**src/rtl/mem_stage_pkg.sv**
```systemverilog
// Shared definitions for the pipeline MEM stage.
//   - Bit positions of the 4-bit control word carried in the EX/MEM register.
//   - State encoding of the memory-access FSM.
package mem_stage_pkg;

  localparam int CTRL_REGWRITE = 3;
  localparam int CTRL_MEMTOREG = 2;
  localparam int CTRL_MEMREAD  = 1;
  localparam int CTRL_MEMWRITE = 0;

  typedef enum logic {
    ST_IDLE   = 1'b0,
    ST_ACCESS = 1'b1
  } state_t;

endpackage

```
**src/rtl/mem_access_stage.sv**
```systemverilog
// Pipeline MEM stage.
// Non-memory ops flow straight to the registered write-back outputs with a
// latency of one cycle. Loads and stores run a req/ack access against a
// multi-cycle data memory while the stage holds the upstream pipeline.
//
// Ports:
//   clk_i, rst_n_i             clock, asynchronous active-low reset
//   control_i[3:0]             RegWrite, MemtoReg, MemRead, MemWrite
//   ALUResult_i, RSdata2_i     ALU result / byte address, store data
//   RDaddr_i                   destination register
//   stall_o                    combinational hold request to upstream
//   mem_req_o, mem_we_o        registered memory request and direction
//   mem_addr_o, mem_wdata_o    registered address and store data
//   mem_ack_i, mem_rdata_i     completion strobe and load data
//   wb_we_o, wb_addr_o,        registered write-back bundle
//   wb_data_o
//   misalign_o, bus_error_o    one-cycle error pulses
//   dbg_state_o                current FSM state (0=IDLE, 1=ACCESS)
//
// Memory handshake: mem_req_o stays high, with mem_we_o/mem_addr_o/
// mem_wdata_o held stable, from the first ACCESS cycle until the cycle in
// which mem_ack_i is seen high (the transfer completes on that edge, and
// mem_rdata_i is sampled there) or the timeout aborts the access. mem_ack_i
// is a single-cycle strobe and is ignored whenever mem_req_o is low.
module mem_access_stage
  import mem_stage_pkg::*;
#(
  parameter int TIMEOUT = 16
) (
  input  logic        clk_i,
  input  logic        rst_n_i,
  input  logic [3:0]  control_i,
  input  logic [31:0] ALUResult_i,
  input  logic [31:0] RSdata2_i,
  input  logic [4:0]  RDaddr_i,
  output logic        stall_o,
  output logic        mem_req_o,
  output logic        mem_we_o,
  output logic [31:0] mem_addr_o,
  output logic [31:0] mem_wdata_o,
  input  logic        mem_ack_i,
  input  logic [31:0] mem_rdata_i,
  output logic        wb_we_o,
  output logic [4:0]  wb_addr_o,
  output logic [31:0] wb_data_o,
  output logic        misalign_o,
  output logic        bus_error_o,
  output logic        dbg_state_o
);

  localparam int            CW       = $clog2(TIMEOUT);
  localparam logic [CW-1:0] CNT_LAST = CW'(TIMEOUT - 1);

  // Registered state
  state_t        r_state;
  logic [CW-1:0] r_cnt;
  logic          r_req;
  logic          r_we;
  logic [31:0]   r_addr;
  logic [31:0]   r_wdata;
  logic [4:0]    r_rd;
  logic          r_regwrite;
  logic          r_memtoreg;
  logic          r_wb_we;
  logic [4:0]    r_wb_addr;
  logic [31:0]   r_wb_data;
  logic          r_misalign;
  logic          r_bus_err;

  // Next-state values
  state_t        w_state_nx;
  logic [CW-1:0] w_cnt_nx;
  logic          w_req_nx;
  logic          w_we_nx;
  logic [31:0]   w_addr_nx;
  logic [31:0]   w_wdata_nx;
  logic [4:0]    w_rd_nx;
  logic          w_regwrite_nx;
  logic          w_memtoreg_nx;
  logic          w_wb_we_nx;
  logic [4:0]    w_wb_addr_nx;
  logic [31:0]   w_wb_data_nx;
  logic          w_misalign_nx;
  logic          w_bus_err_nx;
  logic          w_stall;

  logic          w_mem_op;
  logic          w_aligned;
  logic          w_last;

  assign w_mem_op  = control_i[CTRL_MEMREAD] | control_i[CTRL_MEMWRITE];
  assign w_aligned = (ALUResult_i[1:0] == 2'b00);
  assign w_last    = (r_cnt == CNT_LAST);

  always_comb begin
    w_state_nx    = r_state;
    w_cnt_nx      = r_cnt;
    w_req_nx      = r_req;
    w_we_nx       = r_we;
    w_addr_nx     = r_addr;
    w_wdata_nx    = r_wdata;
    w_rd_nx       = r_rd;
    w_regwrite_nx = r_regwrite;
    w_memtoreg_nx = r_memtoreg;
    w_wb_we_nx    = 1'b0;  // bubble unless an instruction retires this edge
    w_wb_addr_nx  = r_wb_addr;
    w_wb_data_nx  = r_wb_data;
    w_misalign_nx = 1'b0;
    w_bus_err_nx  = 1'b0;
    w_stall       = 1'b0;

    unique case (r_state)
      ST_IDLE: begin
        if (!w_mem_op) begin
          w_wb_we_nx   = control_i[CTRL_REGWRITE];
          w_wb_addr_nx = RDaddr_i;
          w_wb_data_nx = ALUResult_i;
        end else if (!w_aligned) begin
          // Misaligned access is dropped; upstream is allowed to advance.
          w_misalign_nx = 1'b1;
        end else begin
          w_stall       = 1'b1;
          w_req_nx      = 1'b1;
          // MemWrite wins when both MemRead and MemWrite are set.
          w_we_nx       = control_i[CTRL_MEMWRITE];
          w_addr_nx     = ALUResult_i;
          w_wdata_nx    = RSdata2_i;
          w_rd_nx       = RDaddr_i;
          w_regwrite_nx = control_i[CTRL_REGWRITE];
          w_memtoreg_nx = control_i[CTRL_MEMTOREG];
          w_cnt_nx      = '0;
          w_state_nx    = ST_ACCESS;
        end
      end

      ST_ACCESS: begin
        // Ack is checked first so that an ack in the final cycle completes
        // normally rather than raising a bus error.
        if (mem_ack_i) begin
          w_req_nx     = 1'b0;
          w_state_nx   = ST_IDLE;
          w_wb_addr_nx = r_rd;
          if (!r_we) begin
            w_wb_we_nx   = r_regwrite;
            w_wb_data_nx = r_memtoreg ? mem_rdata_i : r_addr;
          end
        end else if (w_last) begin
          w_req_nx     = 1'b0;
          w_bus_err_nx = 1'b1;
          w_state_nx   = ST_IDLE;
        end else begin
          w_stall  = 1'b1;
          w_cnt_nx = r_cnt + 1'b1;
        end
      end

      default: begin
        w_state_nx = ST_IDLE;
      end
    endcase
  end

  always_ff @(posedge clk_i or negedge rst_n_i) begin
    if (!rst_n_i) begin
      r_state    <= ST_IDLE;
      r_cnt      <= '0;
      r_req      <= 1'b0;
      r_we       <= 1'b0;
      r_addr     <= '0;
      r_wdata    <= '0;
      r_rd       <= '0;
      r_regwrite <= 1'b0;
      r_memtoreg <= 1'b0;
      r_wb_we    <= 1'b0;
      r_wb_addr  <= '0;
      r_wb_data  <= '0;
      r_misalign <= 1'b0;
      r_bus_err  <= 1'b0;
    end else begin
      r_state    <= w_state_nx;
      r_cnt      <= w_cnt_nx;
      r_req      <= w_req_nx;
      r_we       <= w_we_nx;
      r_addr     <= w_addr_nx;
      r_wdata    <= w_wdata_nx;
      r_rd       <= w_rd_nx;
      r_regwrite <= w_regwrite_nx;
      r_memtoreg <= w_memtoreg_nx;
      r_wb_we    <= w_wb_we_nx;
      r_wb_addr  <= w_wb_addr_nx;
      r_wb_data  <= w_wb_data_nx;
      r_misalign <= w_misalign_nx;
      r_bus_err  <= w_bus_err_nx;
    end
  end

  // Stall is combinational from the inputs; gating with reset keeps it low
  // while the stage is held in reset even if a memory op sits upstream.
  assign stall_o     = rst_n_i & w_stall;
  assign mem_req_o   = r_req;
  assign mem_we_o    = r_we;
  assign mem_addr_o  = r_addr;
  assign mem_wdata_o = r_wdata;
  assign wb_we_o     = r_wb_we;
  assign wb_addr_o   = r_wb_addr;
  assign wb_data_o   = r_wb_data;
  assign misalign_o  = r_misalign;
  assign bus_error_o = r_bus_err;
  assign dbg_state_o = r_state;

endmodule

```
**config.mk**
```make
export PLATFORM = sky130hd
export DESIGN_NAME = mem_access_stage
export DESIGN_NICKNAME = d
export VERILOG_FILES = /design/src/rtl/mem_stage_pkg.sv /design/src/rtl/mem_access_stage.sv
export SDC_FILE = /design/constraint.sdc
export NUM_CORES = 1
export LEC_CHECK = 0
export CORE_MARGIN = 3
export CORE_UTILIZATION = 43
export DETAILED_ROUTE_END_ITERATION = 8
export HOLD_SLACK_MARGIN = 0.08
export MAX_ROUTING_LAYER = met4
export PLACE_DENSITY = 0.92
export SYNTH_ARGS = -nofsm -noshare
export SYNTH_HDL_FRONTEND = slang
export SYNTH_SLANG_ARGS = --single-unit
export TNS_END_PERCENT = 30
```
**constraint.sdc**
```tcl
create_clock -name clk_i -period 1.8 [get_ports clk_i]
set_input_delay 0.27 -clock clk_i [delete_from_list [all_inputs] [get_ports clk_i]]
set_output_delay 0.27 -clock clk_i [all_outputs]
set_load 0.005 [all_outputs]
```
==> results by group <==
Timing
  • Final setup fails: 1
  • Worst-margin pin slew: 0.667 ns
  • Max_slew headroom: 55.5%
  • Smallest setup slack after layout: -0.0303 ns
  • Final Cycle Share: 102%
  • Final Hold Vio Count: 0
  • Clk_skew: 0.00789 ns
  • RSZ-0062 raised after global routing: yes
  • Fin crit period: 1.83 ns
  • Hold_ws: 0.457 ns
  • Slew Limit Fails: 0
  • Maximum clock frequency: 546 MHz

Floorplanning
  • Die ar.: 13600 um2
  • Die Ht: 116 um
  • Num ports: 216
  • # rows: 39
  • Die W: 116 um
  • Core area: 11700 um2
  • Starting Density: 45.0%

Critical path
  • Worst flop-to-flop path startpoint: dbg_state_o$_DFF_PN0_
  • Worst Setup End Kind: output port
  • Worst reg-to-reg setup slack: 0.16 ns
  • Worst r2r path cells: 4
  • Critical path class: reg -> out
  • Max incr delay on CP: 0.40 ns
  • Worst path required time: 1.53 ns
  • CP Max Fanout: 2
  • Cell Chain, Critical Path: ha_4, nand3_4, a2bb2oi_2, inv_1, and2_1, buf_2
  • RR Endpoint: r_cnt[3]$_DFFE_PN0P_
  • CP Data Arrival Time: 1.56 ns
  • Slowest cell on the critical path: dfrtp_1
  • Startpoint Class: flip-flop

Synthesis
  • Mean Syn Cell Area: 13.6 um2
  • Syn Inst Count: 387
  • Post-synthesis net count: 496
  • Yosys top cell by area: dfrtp_1
  • Sequential share of the synthesized area: 56.3%
  • Synth Cell Area: 5250 um2
  • Post-synth top area share: 56.3%
  • Yosys warning count: 0
  • Synth area leaders: dfrtp_1 56%, mux2_2 21%, mux2i_1 6.1%
  • Flip-flop and latch count after synthesis: 118
  • Distinct cells, synth: 33

Routing
  • Residual DRC: 0
  • DR vias: 4033
  • DR pass1 iterations: 4
  • ANT nets after route: 0
  • Routed wl met2: 7.63 mm
  • Routed wire length: 14.5 mm
  • Met1 WL: 5.58 mm
  • DR top layer: met4
  • Detail Route met3 WL: 877 um
  • Routed WL per cell: 18.6 um
  • Initial drt markers: 194
  • Vias/cell: 5.17

CTS
  • Root Buffer: clkbuf_16
  • CTS clk-pin slew, worst paths: 0.05 ns
  • H-tree depth: 4
  • CTS tree: done
  • Later-pin clock latency in the skew report: 0.41 ns
  • Clock Path Buffers: 2
  • CTS Sinks: 118
  • CTS buffer count: 17

Finish
  • Share of cells above drive strength 1: 26.2%
  • Commonest non-fill, non-tap cell in the layout: clkdlybuf4s50_1
  • Layout area overhead: 58.9%
  • Most frequent cells in the layout: 212 x clkdlybuf4s50_1, 116 x dfrtp_1, 100 x mux2_2
  • Final instance area: 8340 um2
  • Filler cells: 796
  • Final net count: 733
  • Final antenna diode count: 0

Worst hold path
  • Hold Crit Class: in -> reg
  • Min-delay src: control_i[3]
  • Hold path depth: 3
  • Min-Delay Endpoint: wb_we_o$_DFF_PN0_

Power and ir drop
  • Leak pwr: 3.53 nW
  • Maximum vdd drop: 795 uV
  • Pwr per Cell Area: 1250 nW/um2

Global routing
  • Initial antenna violation count: 0
  • First-pass GRT wire length: 22.1 mm
  • GRT Residual Overflow: 0
  • Pin count of the biggest net entering global routing: 119
  • All-layer global routing usage: 22.2%
  • Vias in the first global route: 4356

Flow run
  • Maxcap violations: 0

Run status
  • Violated checks: negative setup slack
  • Status: finished with violations

Place
  • Detail Placement HPWL: 10.5 mm
  • Placed cell area: 7680 um2
  • Port bufs: 215
  • Gpl congestion: 0.833
-- registers in the layout, indices dropped and copies added (netlist names), 4 cells and up --
| name | flops |
|---|---|
| mem_wdata_o | 32 |
| wb_addr_o | 5 |
| r_rd | 5 |
| r_cnt | 4 |
| mem_addr_o | 32 |
| wb_data_o | 32 |
-- worst max-delay path by stage --
stage                           from                           to  depth (start not counted)
2_1_floorplan  dbg_state_o$_DFF_PN0_  mem_wdata_o[21]$_DFFE_PN0P_                          5
5_1_grt         r_cnt[1]$_DFFE_PN0P_                      stall_o                          6
6_report        r_cnt[1]$_DFFE_PN0P_                      stall_o                          6
4_1_cts        dbg_state_o$_DFF_PN0_                  dbg_state_o                          2
3_5_place_dp          ALUResult_i[1]                      stall_o                          6
3_3_place_gp          ALUResult_i[1]                      stall_o                          6
-- kinds of logic after synthesis --
logic type               count (synthesis)  synth area share [%]
multiplexers                           144                  30.1
flip-flops                             118                  56.3
buffers and inverters                   25                  3.12
AND/OR/NAND/NOR                         54                  5.08
adder cells (fa/ha/maj)                  1                 0.238
AO/OA/AOI/OAI                           45                  5.13
-- stage by stage --
stage / TNS (ns) / utilization [%] / std cells / worst slack (ns) / power, mW
floorplan: 0 / - / 387 / 0.268 / 5.04
global placement: -19.78 / 65.8 / 743 / -0.345 / 6.94
detailed placement: -20.22 / 65.8 / 743 / -0.348 / 7.10
CTS: 0 / 71.3 / 779 / 0.00614 / 10.5
global route: -0.0878 / 71.5 / 780 / -0.0878 / 10.9
finish: -0.0303 / 71.5 / 780 / -0.0303 / 10.4
-- where the power goes --
group          switching [mW]  internal, mW  total, mW
clock                    1.15          2.13       3.29
combinational            1.07          2.17       3.24
sequential              0.482          3.38       3.87
-- final cells by class --
class                           instances  area, um2  area share [%]
Inverter                                1       3.75          0.0450
Timing Repair Buffer                  242       2450            29.4
Clock buffer                           23        478            5.73
Tap cell                              143        179            2.15
Multi-Input combinational cell        244       2170            26.0
Clock inverter                          9        100            1.20
Sequential cell                       118       2960            35.4
-- synthesized netlist by cell type, drive strengths merged --
cell type	instances
ha	1
and2	1
o21bai	1
inv	1
nand2	1
o221ai	2
or3b	1
nand3b	2
nor3	2
clkbuf	7
dfrtp	118
o21a	1
a21o	1
nand3	4
a32o	1
o21ai	2
and3	1
nor2b	5
or2	1
a21oi	34
a2bb2oi	1
o211ai	2
mux2	112
buf	17
nor2	35
nand2b	1
mux2i	32
-- worst max-delay path, delay by kind of cell (launching register included) --
kind / cells / cell delay (ns)
AOI/OAI and AO/OA: 1 / 0.19
adders and majority gates: 1 / 0.17
buffers and inverters: 2 / 0.20
DFF: 1 / 0.40
and+or+nand+nor: 2 / 0.19
-- metal layers --
metal / GRT usage, % / up-vias
li1: - / 1858
met1: 24.0 / 1974
met2: 38.1 / 166
met3: 5.91 / 35
met4: 9.67 / 0
met5: - / -
-- timing repair --
action | 4_1_cts | 5_1_grt
setup buffers | 3 | 1
hold buffers | 1 | 0
pin swaps | 3 | 1
gates resized for setup | 10 | 3
setup endpoints to repair | 2 | 2
endpoints found under the hold margin | 118 | 0
gates cloned | 0 | 0
Note: power is estimated with default switching activity, not from simulation.
